**src/rtl/cmd_dispatch.sv**
```systemverilog
// Host command dispatcher: packs CMD_BYTES host bytes into a word and writes it to a storage-queue slot.
// Latency: the last byte accepted in cycle N gives sq_select in cycle N+2 when the queue has room.
// Backpressure: host_cmd_ready is high only while collecting. A full queue holds the command until a slot frees.
// Optional feature: define CMD_PARITY_EN to check even parity on every host byte.
module cmd_dispatch #(
   parameter int CMD_BYTES      = 8,
   parameter int MAX_CMDQ_DEPTH = 32
) (
   input  logic                     clock_fpga,
   input  logic                     reset,
   input  logic                     host_cmd_valid,
   input  logic [7:0]               host_cmd_data,
   input  logic                     host_cmd_parity,
   output logic                     host_cmd_ready,
   output logic                     sq_select,
   output logic [8*CMD_BYTES-1:0]   sq_cmd,
   output logic [7:0]               sq_slot,
   input  logic                     status_update_enable,
   output logic [7:0]               sq_count,
   output logic                     err_illegal,
   output logic                     err_parity
);

   localparam int              IDX_W    = $clog2(CMD_BYTES);
   localparam int              TAIL_W   = $clog2(MAX_CMDQ_DEPTH);
   localparam logic [IDX_W-1:0] LAST_IDX = IDX_W'(CMD_BYTES - 1);
   localparam logic [7:0]      FULL_CNT = 8'(MAX_CMDQ_DEPTH);

   typedef enum logic [1:0] {S_COLLECT, S_CHECK, S_ISSUE, S_STALL} state_t;

   state_t                  state;
   state_t                  state_nxt;
   logic [IDX_W-1:0]        byte_idx;
   logic [TAIL_W-1:0]       tail;
   logic [7:0]              count;
   logic [8*CMD_BYTES-1:0]  cmd_word;
   logic                    par_bad;
   logic                    accept;
   logic                    opcode_ok;
   logic                    retire;

   assign accept    = host_cmd_valid && host_cmd_ready;
   assign opcode_ok = (cmd_word[7:0] == 8'h01) || (cmd_word[7:0] == 8'h02) ||
                      (cmd_word[7:0] == 8'h03);
   // A completion with nothing outstanding is dropped so the count never underflows.
   assign retire    = status_update_enable && (count != 8'd0);

`ifdef CMD_PARITY_EN
   // Sticky parity error across one command; cleared when the next command's opcode byte arrives.
   always_ff @(posedge clock_fpga) begin
      if (reset) begin
         par_bad <= 1'b0;
      end else if (accept) begin
         par_bad <= ((byte_idx == '0) ? 1'b0 : par_bad) | (^host_cmd_data ^ host_cmd_parity);
      end
   end
`else
   logic unused_parity;
   assign unused_parity = host_cmd_parity;
   assign par_bad       = 1'b0;
`endif

   // State register.
   always_ff @(posedge clock_fpga) begin
      if (reset) state <= S_COLLECT;
      else       state <= state_nxt;
   end

   // Next-state decode.
   always_comb begin
      state_nxt = state;
      case (state)
         S_COLLECT: if (accept && (byte_idx == LAST_IDX)) state_nxt = S_CHECK;
         S_CHECK: begin
            if (par_bad || !opcode_ok)  state_nxt = S_COLLECT;
            else if (count == FULL_CNT) state_nxt = S_STALL;
            else                        state_nxt = S_ISSUE;
         end
         S_ISSUE:   state_nxt = S_COLLECT;
         S_STALL:   if (status_update_enable) state_nxt = S_ISSUE;
         default:   state_nxt = S_COLLECT;
      endcase
   end

   // Outputs are gated by reset so nothing leaks out while reset is held.
   always_comb begin
      host_cmd_ready = 1'b0;
      sq_select      = 1'b0;
      err_illegal    = 1'b0;
      err_parity     = 1'b0;
      if (!reset) begin
         host_cmd_ready = (state == S_COLLECT);
         sq_select      = (state == S_ISSUE);
         err_parity     = (state == S_CHECK) && par_bad;
         err_illegal    = (state == S_CHECK) && !par_bad && !opcode_ok;
      end
   end

   // Byte index and command assembly, little-endian from byte 0.
   always_ff @(posedge clock_fpga) begin
      if (reset) begin
         byte_idx <= '0;
         cmd_word <= '0;
      end else if (accept) begin
         cmd_word[8*int'(byte_idx) +: 8] <= host_cmd_data;
         byte_idx <= (byte_idx == LAST_IDX) ? '0 : byte_idx + 1'b1;
      end
   end

   // Tail pointer advances after each issue and wraps at the queue depth.
   always_ff @(posedge clock_fpga) begin
      if (reset)          tail <= '0;
      else if (sq_select) tail <= tail + 1'b1;
   end

   // Outstanding-slot count: an issue and a completion in the same cycle cancel.
   always_ff @(posedge clock_fpga) begin
      if (reset) begin
         count <= 8'd0;
      end else begin
         case ({sq_select, retire})
            2'b10:   count <= count + 8'd1;
            2'b01:   count <= count - 8'd1;
            default: count <= count;
         endcase
      end
   end

   assign sq_cmd   = reset ? '0    : cmd_word;
   assign sq_slot  = reset ? 8'd0  : 8'(tail);
   assign sq_count = reset ? 8'd0  : count;

endmodule

```
**config.mk**
```make
export PLATFORM = sky130hd
export DESIGN_NAME = cmd_dispatch
export DESIGN_NICKNAME = d
export VERILOG_FILES = /design/src/rtl/cmd_dispatch.sv
export SDC_FILE = /design/constraint.sdc
export NUM_CORES = 1
export LEC_CHECK = 0
export CORE_AREA = 2 2 95 97
export DETAILED_ROUTE_END_ITERATION = 10
export DIE_AREA = 0 0 97 99
export HOLD_SLACK_MARGIN = 0.1
export PLACE_DENSITY_LB_ADDON = 0.2
export SLEW_MARGIN = 20
export SYNTH_ARGS = -nofsm -noshare
export SYNTH_HDL_FRONTEND = slang
export SYNTH_SLANG_ARGS = --single-unit
```
**constraint.sdc**
```tcl
create_clock -name clock_fpga -period 3.6 [get_ports clock_fpga]
set_input_delay 0.72 -clock clock_fpga [delete_from_list [all_inputs] [get_ports clock_fpga]]
set_output_delay 0.72 -clock clock_fpga [all_outputs]
set_load 0.005 [all_outputs]
```
# == After elaboration in Yosys (flattened, before gate mapping) ==
# Cells that the tools add are included.
# totals
register_bits,82
latchBits,0
mem_bits_rw,0
rom_bits,0
inputBits,13
output_inout_bits,84
elab_cells,49
mem_count,0
# op_classes
add_sub_neg,5
multipliers,0
n_div,0
order_cmp,0
n_eq_ne,12
shifts,2
n_mux,14
bitwise_logic,0
n_reduce_logical,11
# ops
cell,count
64-bit bitwise mux,1
64-bit two-way mux,1
8-bit by 33-bit variable shift with 64-bit output (first input constant),1
8-bit by 33-bit indexed part select with 64-bit output,1
6-bit negation with 33-bit output,1
8-bit by 2-bit equality test with 1-bit output (second input constant),2
8-bit one-hot mux with 2 select lines,1
8-bit by 1-bit adder with 8-bit output (second input constant),1
8-bit by 1-bit equality test with 1-bit output (second input constant),1
8-bit by 6-bit equality test with 1-bit output (second input constant),1
8-bit two-way mux,1
2-bit one-hot mux with 4 select lines,1
8-bit nonzero test,1
8-bit by 1-bit subtractor with 8-bit output (second input constant),1
2-bit equality test (second input constant),3
2-bit two-way mux,3
5-bit by 1-bit adder with 5-bit output (second input constant),1
5-bit two-way mux,1
2-bit by 1-bit equality test with 1-bit output (second input constant),2
1-bit logical AND,4
1-bit two-way mux,4
2-bit inequality test (second input constant),2
3-bit by 1-bit adder with 3-bit output (second input constant),1
3-bit equality test (second input constant),1
6 further kinds,7

# == Logic depth before layout (Yosys ltp) ==
# depth
word_depth,6
ltp_mapped,11
mapped_depth_nobuf,11

# == Least setup slack after synthesis ==
# Ideal clock, no wire load.
# synth_timing
path_kind,input -> register
from,input port reset
to,register count[7]
setup_time_ps,121
arrival_ps,3043
required_ps,3479
setup_slack_ps,436
stages,10
path_buffers,1
path_cell_list,buf_2 nor3b_2 inv_1 ha_1 ha_1 a21o_1 a31o_2 o21a_1 o21ai_0 mux2_2
# synth_via
elab_chain_len,3
elab_cells_between_ends,5
classes_between,eq/ne (2); mux (2); reduce/logical (1)
# synth_rtl
item,line,text
from (decl),10,"input logic reset,"
1-bit two-way mux (*),91,if (!reset) begin
named net sq_select,15,"output logic sq_select,"
2-bit by 1-bit equality test with 1-bit output or 2-bit equality test (tied branches),121,"case ({sq_select, retire})"
8-bit one-hot mux with 2 select lines or 2-bit nonzero test (tied branches),n/a,
to (signal assigned),122,2'b10: count <= count + 8'd1;
to (signal assigned),123,2'b01: count <= count - 8'd1;
to (signal assigned),124,default: count <= count;
to (decl),35,logic [7:0] count;
# Mark *: on every way through the listed nets, which the timed path passes. The rest lies on a longest branch.
# A chain may end at the register's enable or synchronous reset.

# == Final worst setup path ==
# layout_timing
from,register count[3]
to,register count[7]
# layout_via
elab_chain_len,4
elab_cells_between_ends,8
classes_between,add/sub (2); eq/ne (2); mux (1); reduce/logical (3)
# layout_rtl
item
branches (longest 4 deep; another with 8-bit by 1-bit subtractor with 8-bit output)
# Several ways; the timed one is not identified.

==> impl_results.md <==
- Diode count: 0
- DR WL/cell: 13.71 um
- Post-route total power: 1.655 mW
- Normalized max-slew margin: 50.24%
- # fillers: 785
- Power per standard cell area: 318.9 mW/mm^2
- Cell at the slowest stage of the critical path: nor4_1
- CTS Root Cell: clkbuf_8
- Final clock period utilization by the worst path: 82.79%
- Type of origin of the critical path: register
- Total Die Area: 0.009603 mm^2
- Number of global-route vias before repair: 3353
- Final count of negative-setup-slack endpoints: 0
- Crit path arrival time: 3.21 ns
- Share of synthesized area occupied by flip-flops and latches: 39.49%
- Number of max-slew violations in the final report: 0
- Number of CTS-inserted buffers: 9
- Remaining Overflow, GRT: 0
- Post-synthesis register bit count: 82
- Cell row count: 34
- Wirelength, routed: 9612 um
- Peak ir drop on the vdd network: 168.2 uV
- Final Hold Vio Count: 0
- Initial antenna violation count: 0
- Clk sinks: 82
- Data required time at the worst endpoint: 3.83 ns
- Count of warnings emitted by yosys: 0
- First-pass GRT wire length: 16140 um
- Final min period: 2.981 ns
- Delay contributed by the slowest stage of the critical path: 0.41 ns
- Class of the tightest hold or removal check: register to register
- Vias after detailed routing: 3672
- Reg area: 0.001642 mm^2
- Depth of the worst register-to-register path: 10
- Clk pin slew, worst setup/hold paths: 0.09 ns
- Flop-to-flop setup slack: 0.62 ns
- Met2 Wirelength: 4701 um
- Area inside the core boundary: 0.008551 mm^2
- Most used flip-flop cell after synthesis: dfxtp_1
- Clock tree from TritonCTS: done
- Async set or reset register ratio after synthesis: 0%
- Remaining antenna violation count after routing: 0
- Clock latency of the later-clocked register in the worst-skew pair: 0.35 ns
- Min-Delay Path Depth: 2
- Clock tree buffer depth: 2
- Min-Delay Startpoint: cmd_word[27]$_SDFFE_PP0P_
- Setup Fix Bufs, Post-CTS: 0
- Mean area per synthesized cell: 7.963 um^2
- Total standard cell area after synthesis: 0.004156 mm^2
- Area used by multi-input combinational logic: 0.002221 mm^2
- # DRC: 0
- Biggest fanout along the worst timing path: 7
- Effective utilization at floorplan: 48.61%
- Detail Route met3 WL: 459 um
- Unrepaired setup endpoints after global routing: false
- Endpoint of the worst-slack reg-to-reg timing path: count[7]$_SDFFE_PP0P_
- Cell Chain, Critical Path: nor4_1, nand2_1, o21a_1, ha_1, ha_1, a21o_1, a31o_2, o21a_1, o21ai_0, mux2_2
- Chip Height: 99 um
- Worst Hold Path EP: cmd_word[27]$_SDFFE_PP0P_
- Critical path's top delay family: compound AO/OA/AOI/OAI gates
- Maximum clock skew at final layout: 0.009827 ns
- Commonest non-fill, non-tap cells in the layout: clkdlybuf4s50_1, dfxtp_1, nor2b_1
- Count of TritonRoute iterations in the first routing pass: 5
- WP buf/inv: 0
- Detailed-routing wirelength on met1: 4318 um
- Outcome: completed
- Worst-Margin Slew: 0.7464 ns
- Maximum number of pins on one net before global-route repair: 82
- Critical Path Sink Type: register
- Per-cell via count in the routed design: 5.238
- Setup Crit Path Kind: register to register
- I/O pin count: 97
- Resize count post-CTS: 0
- Total track usage: 20.15%
- Max-cap check violation count: 0
- Weighted congestion at the end of routability-driven global placement: 0.8560
- Synth-to-Final Area Change: 24.89%
- Number of levels the H-tree was split into: 3
- Maximum clock frequency: 335.5 MHz
- Post-synthesis instance total: 522
- Count of hold buffers inserted by post-cts repair: 0
- EDFF count, synth: 0
- Total of buffers placed on input and output ports: 91
- Top metal layer carrying routed signals: met4
- Standby leakage power: 1.948 nW
- Violation count after the first detailed-route iteration: 163
- Die width: 97 um
- Number of nets in the layout: 617
- Count of different cell masters after synthesis: 44
- Fraction of layout cells with a size suffix above 1: 5.228%
- Reg-to-Reg Start: count[3]$_SDFFE_PP0P_
- Most common cell after layout, fill and taps aside: clkdlybuf4s50_1
- Final sum of negative setup slack: 0 ns
- Detail Placement HPWL: 6685 um
==> worst max path at each step <==
| stage | from | to | slack (ns) | depth (start not counted) |
|---|---|---|---|---|
| after global routing | count[2]$_SDFFE_PP0P_ | count[7]$_SDFFE_PP0P_ | 0.39 | 10 |
| after detailed placement | status_update_enable | count[7]$_SDFFE_PP0P_ | 0.30 | 9 |
| after global placement | status_update_enable | count[7]$_SDFFE_PP0P_ | 0.34 | 9 |
| after floorplan | reset | count[7]$_SDFFE_PP0P_ | 0.44 | 10 |
| after CTS | count[2]$_SDFFE_PP0P_ | count[7]$_SDFFE_PP0P_ | 0.59 | 10 |
| final | count[3]$_SDFFE_PP0P_ | count[7]$_SDFFE_PP0P_ | 0.62 | 10 |
==> cell type report <==
class / instances / share of cell area [%]
Sequential cell: 82 / 31.62
Clock inverter: 6 / 0.9400
Clock buffer: 10 / 2.458
Timing Repair Buffer: 96 / 18.22
Inverter: 19 / 1.374
Multi-Input combinational cell: 380 / 42.78
Tap cell: 108 / 2.603
==> logic make-up after synthesis <==
family / Yosys count / share of synthesized area [%]
and+or+nand+nor: 262 / 33.32
DFF: 82 / 39.49
AOI/OAI and AO/OA: 79 / 10.29
buffers and inverters: 63 / 7.345
adders and majority gates: 16 / 4.997
muxes: 12 / 2.980
xor gates and xnor gates: 7 / 1.475
other: 1 / 0.09022
==> worst min-delay path, stage by stage (launching register included) <==
cell     delay [ns]
dfxtp_1        0.31
nand2_1        0.05
a21oi_1        0.05
==> flip-flops by register name, summed over array words and instances (netlist names) <==
signal / flops
tail: 5
cmd_word: 64
byte_idx: 3
state: 2
count: 8
==> where the power goes <==
group	leakage [nW]	switching (mW)	internal, mW	total, mW
combinational	1.21	0.0913	0.0423	0.134
clock	0.0795	0.345	0.257	0.601
sequential	0.661	0.00901	0.912	0.921
==> metrics by stage <==
step | worst slack, ns | utilization [%] | hold slack, ns | instance area [um^2] | instances
finish | 0.6194 | 60.71 | 0.4535 | 5191 | 701
CTS | 0.5932 | 60.71 | 0.4551 | 5191 | 701
global route | 0.3944 | 60.71 | 0.4775 | 5191 | 701
floorplan | 0.4361 | - | 0.4318 | 4168 | 525
global placement | 0.3391 | 58.65 | 0.4393 | 5015 | 685
detailed placement | 0.3021 | 58.65 | 0.4433 | 5015 | 685
==> per-layer routing <==
| layer | vias up | GRT usage (%) |
|---|---|---|
| li1 | 1874 | - |
| met1 | 1678 | 27.06 |
| met2 | 107 | 33.44 |
| met3 | 13 | 2.695 |
| met4 | 0 | 7.151 |
| met5 | - | 0 |
==> Yosys cell counts, types with 5 or more instances <==
cell type / count / area, um^2
ha_1: 15 / 187.7
nor2b_1: 68 / 425.4
clkbuf_1: 23 / 86.33
xor2_1: 5 / 43.79
nand3_1: 56 / 280.3
o21ai_0: 10 / 50.05
nand4_1: 12 / 75.07
and3_1: 7 / 43.79
a21oi_1: 56 / 280.3
dfxtp_1: 82 / 1642
inv_1: 19 / 71.32
nand2b_1: 9 / 56.30
mux2i_1: 9 / 90.09
nand2_1: 62 / 232.7
nor2_1: 28 / 105.1
buf_4: 10 / 75.07
nor3_1: 5 / 25.02
buf_2: 5 / 25.02
Power figures use the tool's default switching activity.
